### src/rtl/addr_gen_sequencer_if.sv
// addr_gen_sequencer_if: run/config/done bundle between the sequencer (master) and one address generator (slave).
interface addr_gen_sequencer_if #(
    parameter int ADDR_W   = 10,
    parameter int PERIOD_W = 10,
    parameter int DELAY_W  = 32
);
    logic                ag_run;
    logic [ADDR_W-1:0]   ag_iterations;
    logic [ADDR_W-1:0]   ag_start;
    logic [ADDR_W-1:0]   ag_shift;
    logic [ADDR_W-1:0]   ag_incr;
    logic [PERIOD_W-1:0] ag_period;
    logic [PERIOD_W-1:0] ag_duty;
    logic [DELAY_W-1:0]  ag_delay;
    logic                ag_done;

    modport master (
        output ag_run, ag_iterations, ag_start, ag_shift, ag_incr, ag_period, ag_duty, ag_delay,
        input  ag_done
    );

    modport slave (
        input  ag_run, ag_iterations, ag_start, ag_shift, ag_incr, ag_period, ag_duty, ag_delay,
        output ag_done
    );
endinterface

### src/rtl/addr_gen_sequencer.sv
// addr_gen_sequencer: steps one address generator through a table of up to ENTRIES access patterns per start.
// Optional macro AG_SEQ_LOOP_EN adds a loops input that repeats the whole table sequence loops+1 times.
module addr_gen_sequencer #(
    parameter int ADDR_W   = 10,
    parameter int PERIOD_W = 10,
    parameter int DELAY_W  = 32,
    parameter int ENTRIES  = 4,
    parameter int IDX_W    = $clog2(ENTRIES)
) (
    input  logic                clk,
    input  logic                rst,
    input  logic                cfg_we,
    input  logic [IDX_W-1:0]    cfg_idx,
    input  logic [ADDR_W-1:0]   cfg_iterations,
    input  logic [ADDR_W-1:0]   cfg_start,
    input  logic [ADDR_W-1:0]   cfg_shift,
    input  logic [ADDR_W-1:0]   cfg_incr,
    input  logic [PERIOD_W-1:0] cfg_period,
    input  logic [PERIOD_W-1:0] cfg_duty,
    input  logic [DELAY_W-1:0]  cfg_delay,
    input  logic [IDX_W:0]      num_entries,
    input  logic                start,
    input  logic                abort,
`ifdef AG_SEQ_LOOP_EN
    input  logic [7:0]          loops,
`endif
    output logic                busy,
    output logic                done,
    output logic [IDX_W-1:0]    cur_idx,
    addr_gen_sequencer_if.master ag
);

    typedef struct packed {
        logic [ADDR_W-1:0]   iterations;
        logic [ADDR_W-1:0]   start_addr;
        logic [ADDR_W-1:0]   shift;
        logic [ADDR_W-1:0]   incr;
        logic [PERIOD_W-1:0] period;
        logic [PERIOD_W-1:0] duty;
        logic [DELAY_W-1:0]  delay;
    } entry_t;

    typedef enum logic [2:0] {IDLE, LOAD, RUN, WAIT, NEXT} state_t;

    localparam logic [IDX_W:0] N_MAX = ENTRIES[IDX_W:0];

    state_t         state_q, state_d;
    logic           busy_q, busy_d;
    logic           done_q, done_d;
    logic           run_q, run_d;
    logic           first_q, first_d;
    logic [IDX_W-1:0] idx_q, idx_d;
    logic [IDX_W:0] n_q, n_d;
    entry_t         cfg_q, cfg_d;
    entry_t         tbl_q [ENTRIES];
    entry_t         tbl_d [ENTRIES];
    entry_t         cfg_in;
    logic [IDX_W:0] n_eff;
    logic [IDX_W:0] idx_nxt;
    logic           last;
    logic           again;
`ifdef AG_SEQ_LOOP_EN
    logic [7:0]     loops_q, loops_d;
    logic [7:0]     lcnt_q, lcnt_d;
    assign again = lcnt_q < loops_q;
`else
    assign again = 1'b0;
`endif

    assign cfg_in  = {cfg_iterations, cfg_start, cfg_shift, cfg_incr, cfg_period, cfg_duty, cfg_delay};
    assign n_eff   = (num_entries > N_MAX) ? N_MAX : num_entries;
    assign idx_nxt = {1'b0, idx_q} + {{IDX_W{1'b0}}, 1'b1};
    assign last    = idx_nxt == n_q;

    assign busy             = busy_q;
    assign done             = done_q;
    assign cur_idx          = idx_q;
    assign ag.ag_run        = run_q;
    assign ag.ag_iterations = cfg_q.iterations;
    assign ag.ag_start      = cfg_q.start_addr;
    assign ag.ag_shift      = cfg_q.shift;
    assign ag.ag_incr       = cfg_q.incr;
    assign ag.ag_period     = cfg_q.period;
    assign ag.ag_duty       = cfg_q.duty;
    assign ag.ag_delay      = cfg_q.delay;

    // Next-state logic: table writes, sequencing FSM, abort override last so it wins everywhere outside IDLE
    always_comb begin
        tbl_d   = tbl_q;
        state_d = state_q;
        busy_d  = busy_q;
        done_d  = 1'b0;
        run_d   = 1'b0;
        first_d = 1'b0;
        idx_d   = idx_q;
        n_d     = n_q;
        cfg_d   = cfg_q;
`ifdef AG_SEQ_LOOP_EN
        loops_d = loops_q;
        lcnt_d  = lcnt_q;
`endif
        if (cfg_we)
            tbl_d[cfg_idx] = cfg_in;
        unique case (state_q)
            IDLE: begin
                if (start && !abort) begin
                    n_d = n_eff;
                    if (n_eff == '0) begin
                        done_d = 1'b1;
                    end else begin
                        state_d = LOAD;
                        busy_d  = 1'b1;
                        idx_d   = '0;
`ifdef AG_SEQ_LOOP_EN
                        loops_d = loops;
                        lcnt_d  = '0;
`endif
                    end
                end
            end
            LOAD: begin
                cfg_d   = tbl_q[idx_q];
                run_d   = 1'b1;
                state_d = RUN;
            end
            RUN: begin
                first_d = 1'b1;
                state_d = WAIT;
            end
            WAIT: begin
                // first WAIT cycle may still see the previous run's done level
                if (!first_q && ag.ag_done)
                    state_d = NEXT;
            end
            NEXT: begin
                if (last && !again) begin
                    state_d = IDLE;
                    busy_d  = 1'b0;
                    done_d  = 1'b1;
`ifdef AG_SEQ_LOOP_EN
                    lcnt_d  = '0;
`endif
                end else if (last) begin
                    idx_d   = '0;
                    state_d = LOAD;
`ifdef AG_SEQ_LOOP_EN
                    lcnt_d  = lcnt_q + 8'd1;
`endif
                end else begin
                    idx_d   = idx_nxt[IDX_W-1:0];
                    state_d = LOAD;
                end
            end
            default: state_d = IDLE;
        endcase
        if (abort && state_q != IDLE) begin
            state_d = IDLE;
            busy_d  = 1'b0;
            done_d  = 1'b0;
            run_d   = 1'b0;
            cfg_d   = cfg_q;
`ifdef AG_SEQ_LOOP_EN
            lcnt_d  = '0;
`endif
        end
    end

    // State, registered outputs and pattern table
    always_ff @(posedge clk or negedge rst) begin
        if (!rst) begin
            state_q <= IDLE;
            busy_q  <= 1'b0;
            done_q  <= 1'b0;
            run_q   <= 1'b0;
            first_q <= 1'b0;
            idx_q   <= '0;
            n_q     <= '0;
            cfg_q   <= '0;
            tbl_q   <= '{default: '0};
`ifdef AG_SEQ_LOOP_EN
            loops_q <= '0;
            lcnt_q  <= '0;
`endif
        end else begin
            state_q <= state_d;
            busy_q  <= busy_d;
            done_q  <= done_d;
            run_q   <= run_d;
            first_q <= first_d;
            idx_q   <= idx_d;
            n_q     <= n_d;
            cfg_q   <= cfg_d;
            tbl_q   <= tbl_d;
`ifdef AG_SEQ_LOOP_EN
            loops_q <= loops_d;
            lcnt_q  <= lcnt_d;
`endif
        end
    end

endmodule
### src/flat_wrapper.sv
// flat-port wrapper written by rule: the top's interface ports become plain ports
module addr_gen_sequencer_flat 
#(
    parameter int ADDR_W   = 10,
    parameter int PERIOD_W = 10,
    parameter int DELAY_W  = 32,
    parameter int ENTRIES  = 4,
    parameter int IDX_W    = $clog2(ENTRIES)
)
  (clk, rst, cfg_we, cfg_idx, cfg_iterations, cfg_start, cfg_shift, cfg_incr, cfg_period, cfg_duty, cfg_delay, num_entries, start, abort, busy, done, cur_idx, ag_ag_run, ag_ag_iterations, ag_ag_start, ag_ag_shift, ag_ag_incr, ag_ag_period, ag_ag_duty, ag_ag_delay, ag_ag_done);
  addr_gen_sequencer_if #(.ADDR_W(ADDR_W), .PERIOD_W(PERIOD_W), .DELAY_W(DELAY_W)) ag_i ();
  input  logic clk;
  input  logic rst;
  input  logic cfg_we;
  input  logic [IDX_W-1:0] cfg_idx;
  input  logic [ADDR_W-1:0] cfg_iterations;
  input  logic [ADDR_W-1:0] cfg_start;
  input  logic [ADDR_W-1:0] cfg_shift;
  input  logic [ADDR_W-1:0] cfg_incr;
  input  logic [PERIOD_W-1:0] cfg_period;
  input  logic [PERIOD_W-1:0] cfg_duty;
  input  logic [DELAY_W-1:0] cfg_delay;
  input  logic [IDX_W:0] num_entries;
  input  logic start;
  input  logic abort;
  output logic busy;
  output logic done;
  output logic [IDX_W-1:0] cur_idx;
  output wire logic [$bits(ag_i.ag_run)-1:0] ag_ag_run;
  output wire logic [$bits(ag_i.ag_iterations)-1:0] ag_ag_iterations;
  output wire logic [$bits(ag_i.ag_start)-1:0] ag_ag_start;
  output wire logic [$bits(ag_i.ag_shift)-1:0] ag_ag_shift;
  output wire logic [$bits(ag_i.ag_incr)-1:0] ag_ag_incr;
  output wire logic [$bits(ag_i.ag_period)-1:0] ag_ag_period;
  output wire logic [$bits(ag_i.ag_duty)-1:0] ag_ag_duty;
  output wire logic [$bits(ag_i.ag_delay)-1:0] ag_ag_delay;
  input wire logic [$bits(ag_i.ag_done)-1:0] ag_ag_done;
  assign ag_ag_run = ag_i.ag_run;
  assign ag_ag_iterations = ag_i.ag_iterations;
  assign ag_ag_start = ag_i.ag_start;
  assign ag_ag_shift = ag_i.ag_shift;
  assign ag_ag_incr = ag_i.ag_incr;
  assign ag_ag_period = ag_i.ag_period;
  assign ag_ag_duty = ag_i.ag_duty;
  assign ag_ag_delay = ag_i.ag_delay;
  assign ag_i.ag_done = ag_ag_done;
  addr_gen_sequencer #(.ADDR_W(ADDR_W), .PERIOD_W(PERIOD_W), .DELAY_W(DELAY_W), .ENTRIES(ENTRIES), .IDX_W(IDX_W)) u_core (.clk(clk), .rst(rst), .cfg_we(cfg_we), .cfg_idx(cfg_idx), .cfg_iterations(cfg_iterations), .cfg_start(cfg_start), .cfg_shift(cfg_shift), .cfg_incr(cfg_incr), .cfg_period(cfg_period), .cfg_duty(cfg_duty), .cfg_delay(cfg_delay), .num_entries(num_entries), .start(start), .abort(abort), .busy(busy), .done(done), .cur_idx(cur_idx), .ag(ag_i));
endmodule
### config.mk
export PLATFORM = sky130hd
export DESIGN_NAME = addr_gen_sequencer_flat
export DESIGN_NICKNAME = d
export VERILOG_FILES = /design/src/rtl/addr_gen_sequencer_if.sv /design/src/rtl/addr_gen_sequencer.sv /design/src/flat_wrapper.sv
export SDC_FILE = /design/constraint.sdc
export NUM_CORES = 1
export LEC_CHECK = 0
export BUFFER_PORTS_ARGS = -buffer_cell sky130_fd_sc_hd__buf_2
export CAP_MARGIN = 30
export CORE_MARGIN = 2
export CORE_UTILIZATION = 36
export CTS_CLUSTER_SIZE = 10
export DETAILED_ROUTE_END_ITERATION = 16
export HOLD_SLACK_MARGIN = 0.06
export SLEW_MARGIN = 20
export SYNTH_ARGS = -nofsm -noshare
export SYNTH_HDL_FRONTEND = slang
export SYNTH_SLANG_ARGS = --single-unit
### constraint.sdc
create_clock -name clk -period 1.95 [get_ports clk]
set_input_delay 0.2925 -clock clk [delete_from_list [all_inputs] [get_ports clk]]
set_output_delay 0.2925 -clock clk [all_outputs]
set_load 0.02 [all_outputs]
== Yosys cells after proc, flatten, opt, wreduce, memory -nomap -nowiden ==
Cells that the tools add are included.

* Add/subtract/negate cells: 1
* $lt $le $gt $ge: 4
* Equality and inequality tests: 12
* Multiplexer cells: 30
* Bitwise logic cells: 3
* Reduce and logical (&&, ||, !) cells: 16

{| class="wikitable"
|+ Operators with widths
! operator !! count
|-
| bitwise mux 368 bit || 1
|-
| two-way mux 92 bit || 3
|-
| binary-select mux 92 bit (select 2 bit) || 1
|-
| demux 92 bit (select 2 bit) || 1
|-
| two-way mux 3 bit || 5
|-
| one-hot mux 3 bit (5 select lines) || 1
|-
| two-way mux 1 bit || 12
|-
| inequality test 3 x 1 -> 1 bit (second input constant) || 3
|-
| AND reduction 4 bit || 2
|-
| equality test 3 x 2 -> 1 bit (second input constant) || 2
|-
| >= comparator 3 bit (second input constant) || 2
|-
| logical NOT 3 bit || 2
|-
| two-way mux 2 bit || 3
|-
| inverter 2 -> 3 bit || 2
|-
| nonzero test 3 bit || 2
|-
| logical AND 1 bit || 4
|-
| inequality test 2 bit (second input constant) || 2
|-
| one-hot mux 1 bit (2 select lines) || 2
|-
| one-hot mux 2 bit (2 select lines) || 1
|-
| AND reduction 2 bit || 2
|-
| adder 2 x 1 -> 3 bit (second input constant) || 1
|-
| equality test 3 x 1 -> 1 bit (second input constant) || 1
|-
| equality test 3 bit || 1
|-
| equality test 3 bit (second input constant) || 1
|-
| other kinds (8) || 9
|}

* Register bits: 472
* Output and inout port bits: 97
* Word-level logic and storage cells: 108

== Logic depth before layout (Yosys ltp) ==
* Depth after elaboration: 7
* Mapped depth: 6
* Gate-level depth less buffers: 5

== Worst setup path after synthesis ==
No wires, ideal clock.

* Path kind: register to register
* Start point: register u_core.idx_q[0], in the netlist u_core.cur_idx[0]
* End point: register u_core.cfg_q (netlist bit u_core.ag.ag_delay[22])
* Setup time: 125 ps
* Data arrival time: 1,685 ps
* Data required time: 1,825 ps
* Slack: 140 ps
* Cell stages (with the launch flop): 6
* Buffers on the path: 3
* Period minus slack after synthesis: 1,810 ps
* Cells stage by stage: dfrtp_1 buf_6 buf_6 buf_6 mux4_2 mux2_4

* Longest elaborated chain between the ends: 4

{| class="wikitable"
|+ RTL lines
! element !! line !! source
|-
| start: declaration || addr_gen_sequencer.sv:52 || <nowiki>logic [IDX_W-1:0] idx_q, idx_d;</nowiki>
|-
| start signal: assignment || addr_gen_sequencer.sv:190 || <nowiki>idx_q <= idx_d;</nowiki>
|-
| inverter 2 -> 3 bit (not written as such) || addr_gen_sequencer.sv:122 || <nowiki>cfg_d = tbl_q[idx_q];</nowiki>
|-
| binary-select mux 92 bit (select 2 bit) || addr_gen_sequencer.sv:122 ||
|-
| two-way mux 92 bit (not written as such) (2 in series) || addr_gen_sequencer.sv:122 ||
|-
| end signal: assignment || addr_gen_sequencer.sv:192 || <nowiki>cfg_q <= cfg_d;</nowiki>
|-
| end: declaration || addr_gen_sequencer.sv:54 || <nowiki>entry_t cfg_q, cfg_d;</nowiki>
|}

Every way passes these cells. The select of a mux whose other input is x is not followed.
A chain may end at the register's enable or synchronous reset.

== Worst setup path after layout ==
* Start point: register u_core.idx_q[1], in the netlist u_core.cur_idx[1]
* End point: output cur_idx[1]

{| class="wikitable"
|+ RTL lines
! element !! line !! source
|-
| end: declaration || flat_wrapper.sv:28 || <nowiki>output logic [IDX_W-1:0] cur_idx;</nowiki>
|}

No word-level cell between the ends.

==> flow_summary.json <==
{
  "end_kind": "output port",
  "fin_area_sq_um": 25100,
  "synth_top_area_share": 0.593,
  "worstHoldPathCells": 3,
  "syn_inst": 1144,
  "seq_area_frac_synth": 0.593,
  "drc_errors": 0,
  "yosys_most_used_dff": "dfrtp_1",
  "timing.final.crit_period_ns": 1.87,
  "clk_pin_slew_ns": 0.05,
  "synth_edf_count": 0,
  "r2r_cells": 5,
  "maxSlewViolCount": 0,
  "fillers": 4841,
  "fp.dieArea_sq_um": 57200,
  "p_per_area_nw_per_um2": 1230,
  "drt-pass1-iter-count": 4,
  "grt_pass1_wl_mm": 71.7,
  "ys_types": 34,
  "cap_violations": 0,
  "portBuffers": 199,
  "async_flop_share": 1.00,
  "ys_seq_elements": 472,
  "clock_latency_ns": 0.59,
  "yosysMostFrequentCell": "dfrtp_1",
  "power.leakage_nw": 10.8,
  "vias": 11200,
  "rsz0062_at_grt": "no",
  "initial_core_util": 0.363,
  "syn_area_sq_um": 19900,
  "path_cells": "buf_16 > buf_12 > buf_4",
  "grt_max_degree": 62,
  "synth_top_cell_by_area": "dfrtp_1",
  "regToRegStartpoint": "u_core.cur_idx[0]",
  "numCtsBuffers": 56,
  "ctsHtreeMaxLevel": 2,
  "place.gp.congestion": 0.712,
  "drt_iter0_drc": 433,
  "final_nets": 1610,
  "placedInstanceArea_sq_um": 22400,
  "drive_gt1_frac": 0.595,
  "cts.path.max_buffers": 3,
  "synthTopCellsByArea": "dfrtp_1 (59%), mux2_2 (24%), mux4_2 (10%)",
  "required_ns": 1.66,
  "worst_pin_slew_ns": 0.455,
  "wirelength_mm": 44.5,
  "hold_path.startpoint": "start",
  "root_buffer": "clkbuf_16",
  "ios": 200,
  "slew_headroom": 0.697,
  "start_kind": "register",
  "fin_crit_sh": 0.960,
  "die_h_microns": 239,
  "arrival_ns": 1.58,
  "layoutNonFillerInstCount": 2231,
  "holdPathEnd": "u_core.n_q[0]",
  "syn-num-nets": 1248,
  "avgSynthCellArea_sq_um": 17.4,
  "antenna_found_initial": 2,
  "area_growth_pct": 26.1,
  "drt-vias-per-instance": 5.04,
  "hpwlAfterDp_mm": 28.2,
  "die_w_microns": 239,
  "worstSetupPathType": "register to output port",
  "path_max_fanout": 16,
  "cp_slowest_stage_delay_ns": 0.51,
  "min-delay-path-class": "primary input to register",
  "r2r-end": "u_core.ag.ag_start[0]",
  "wire_per_inst_microns": 20.0,
  "grtUsageTotal": 0.161,
  "finalHoldViolCount": 0,
  "first_global_vias": 12500,
  "cts_tree": "yes",
  "yosys-top-cells-count": "dfrtp_1 (472), mux2_2 (421), mux4_2 (92)",
  "cpMaxStageDelayCell": "dfrtp_4",
  "status": "completed",
  "coreArea_sq_um": 54900,
  "placedCellCount": 2047,
  "setup-tns-final_ns": 0,
  "cts_sinks": 472,
  "clock_skew_ns": 0.0144,
  "setup_viol": 0,
  "peakVddDrop_mv": 0.723,
  "grt-ovfl-total": 0,
  "ant_nets": 0,
  "r2r_slack_ns": 0.11,
  "row_count": 86,
  "yosysWarnings": 0,
  "max_freq_ghz": 0.534
}
## timing repair
action / 4_1_cts / 5_1_grt
setup buffers: 3 / 3
gates cloned: 1 / 0
hold buffers: 98 / 0
setup endpoints to repair: 2 / 4
hold endpoints to repair: 738 / 0
resized for setup: 1 / 4
## routing by layer
layer,part of all wire,vias up,global-route usage
met5,0,-,0
met1,0.45,6014,0.217
met4,0.019,0,0.0413
met2,0.49,183,0.266
met3,0.041,62,0.0322
li1,-,4984,-
## cells in the final DEF, fill, tap and decap left out, types with 3 or more instances in the layout
master | netlist | routed
dlygate4sd3_1 | 0 | 98
o21ai_0 | 3 | 3
nand2b_1 | 3 | 3
buf_2 | 41 | 196
dfrtp_1 | 472 | 470
buf_12 | 0 | 37
clkbuf_16 | 0 | 57
mux4_2 | 92 | 92
clkbuf_1 | 14 | 11
mux2_2 | 421 | 421
clkinv_2 | 0 | 3
nand2_1 | 5 | 5
buf_4 | 8 | 42
a21oi_1 | 3 | 3
mux2_4 | 40 | 40
nor3b_1 | 4 | 3
xor2_1 | 3 | 3
## how the worst max path moves through the flow
| stage | cells past startpoint | start | end |
|---|---|---|---|
| 2_1_floorplan | 5 | u_core.cur_idx[0] | u_core.ag.ag_delay[22] |
| 6_report | 3 | u_core.cur_idx[1] | cur_idx[1] |
| 5_1_grt | 3 | u_core.cur_idx[1] | cur_idx[1] |
| 4_1_cts | 3 | u_core.cur_idx[1] | cur_idx[1] |
| 3_3_place_gp | 6 | u_core.cur_idx[0] | u_core.cur_idx[1] |
| 3_5_place_dp | 4 | u_core.cur_idx[0] | u_core.ag.ag_delay[5] |
## where the power goes
part | switching (mW) | internal [mW] | total, mW | leakage [nW]
Clock | 3.82 | 5.43 | 9.25 | 0.765
Sequential | 1.30 | 12.3 | 13.6 | 5.62
Combinational | 3.58 | 4.44 | 8.02 | 4.42
## through the flow
step / total power [mW] / hold WS (ns) / setup WS (ns) / util
finish: 30.8 / 0.122 / 0.0782 / 0.458
detailed placement: 21.7 / 0.251 / 0.139 / 0.409
global route: 32.5 / 0.146 / 0.00171 / 0.458
global placement: 21.4 / 0.248 / 0.139 / 0.409
CTS: 31.4 / 0.0772 / -0.0603 / 0.457
floorplan: 18.8 / -0.00309 / 0.140 / -
## sequential cells by signal (all words and copies together) (netlist names)
register	flops
u_core.tbl_q	368
u_core.ag.ag_delay	32
u_core.ag.ag_duty	10
u_core.ag.ag_incr	10
u_core.ag.ag_iterations	10
u_core.ag.ag_period	10
u_core.ag.ag_shift	10
u_core.ag.ag_start	10
u_core.n_q	3
u_core.state_q	3
u_core.cur_idx	2
u_core.ag.ag_run	1
u_core.busy	1
u_core.done	1
u_core.first_q	1
## cell families (layout without fill, tap and decap cells)
| group | count (synthesis) | after routing | synth area share |
|---|---|---|---|
| AND/OR/NAND/NOR | 27 | 27 | 0.00754 |
| adder cells (fa/ha/maj) | 1 | 1 | 0.000628 |
| multiplexers | 554 | 554 | 0.373 |
| AO/OA/AOI/OAI | 12 | 12 | 0.00389 |
| flip-flops | 472 | 472 | 0.593 |
| XOR/XNOR | 4 | 4 | 0.00176 |
| buffers and inverters | 74 | 456 | 0.0207 |
| other | 0 | 1 | 0 |
## cell type report
class / count / area [sq um] / area share
multi-input combinational: 598 / 7730 / 0.308
antenna: 1 / 2.50 / 0.0000997
tap: 704 / 881 / 0.0351
clock buffer: 70 / 1500 / 0.0595
timing repair buffer: 377 / 3100 / 0.124
clock inverter: 8 / 77.6 / 0.00309
inverter: 1 / 3.75 / 0.000149
sequential: 472 / 11800 / 0.471
## critical path, delay by kind of cell (launching register included)
| kind | cells | cell delay, ns |
|---|---|---|
| flip-flops | 1 | 0.51 |
| buffers and inverters | 3 | 0.48 |
Power figures use the tool's default switching activity.
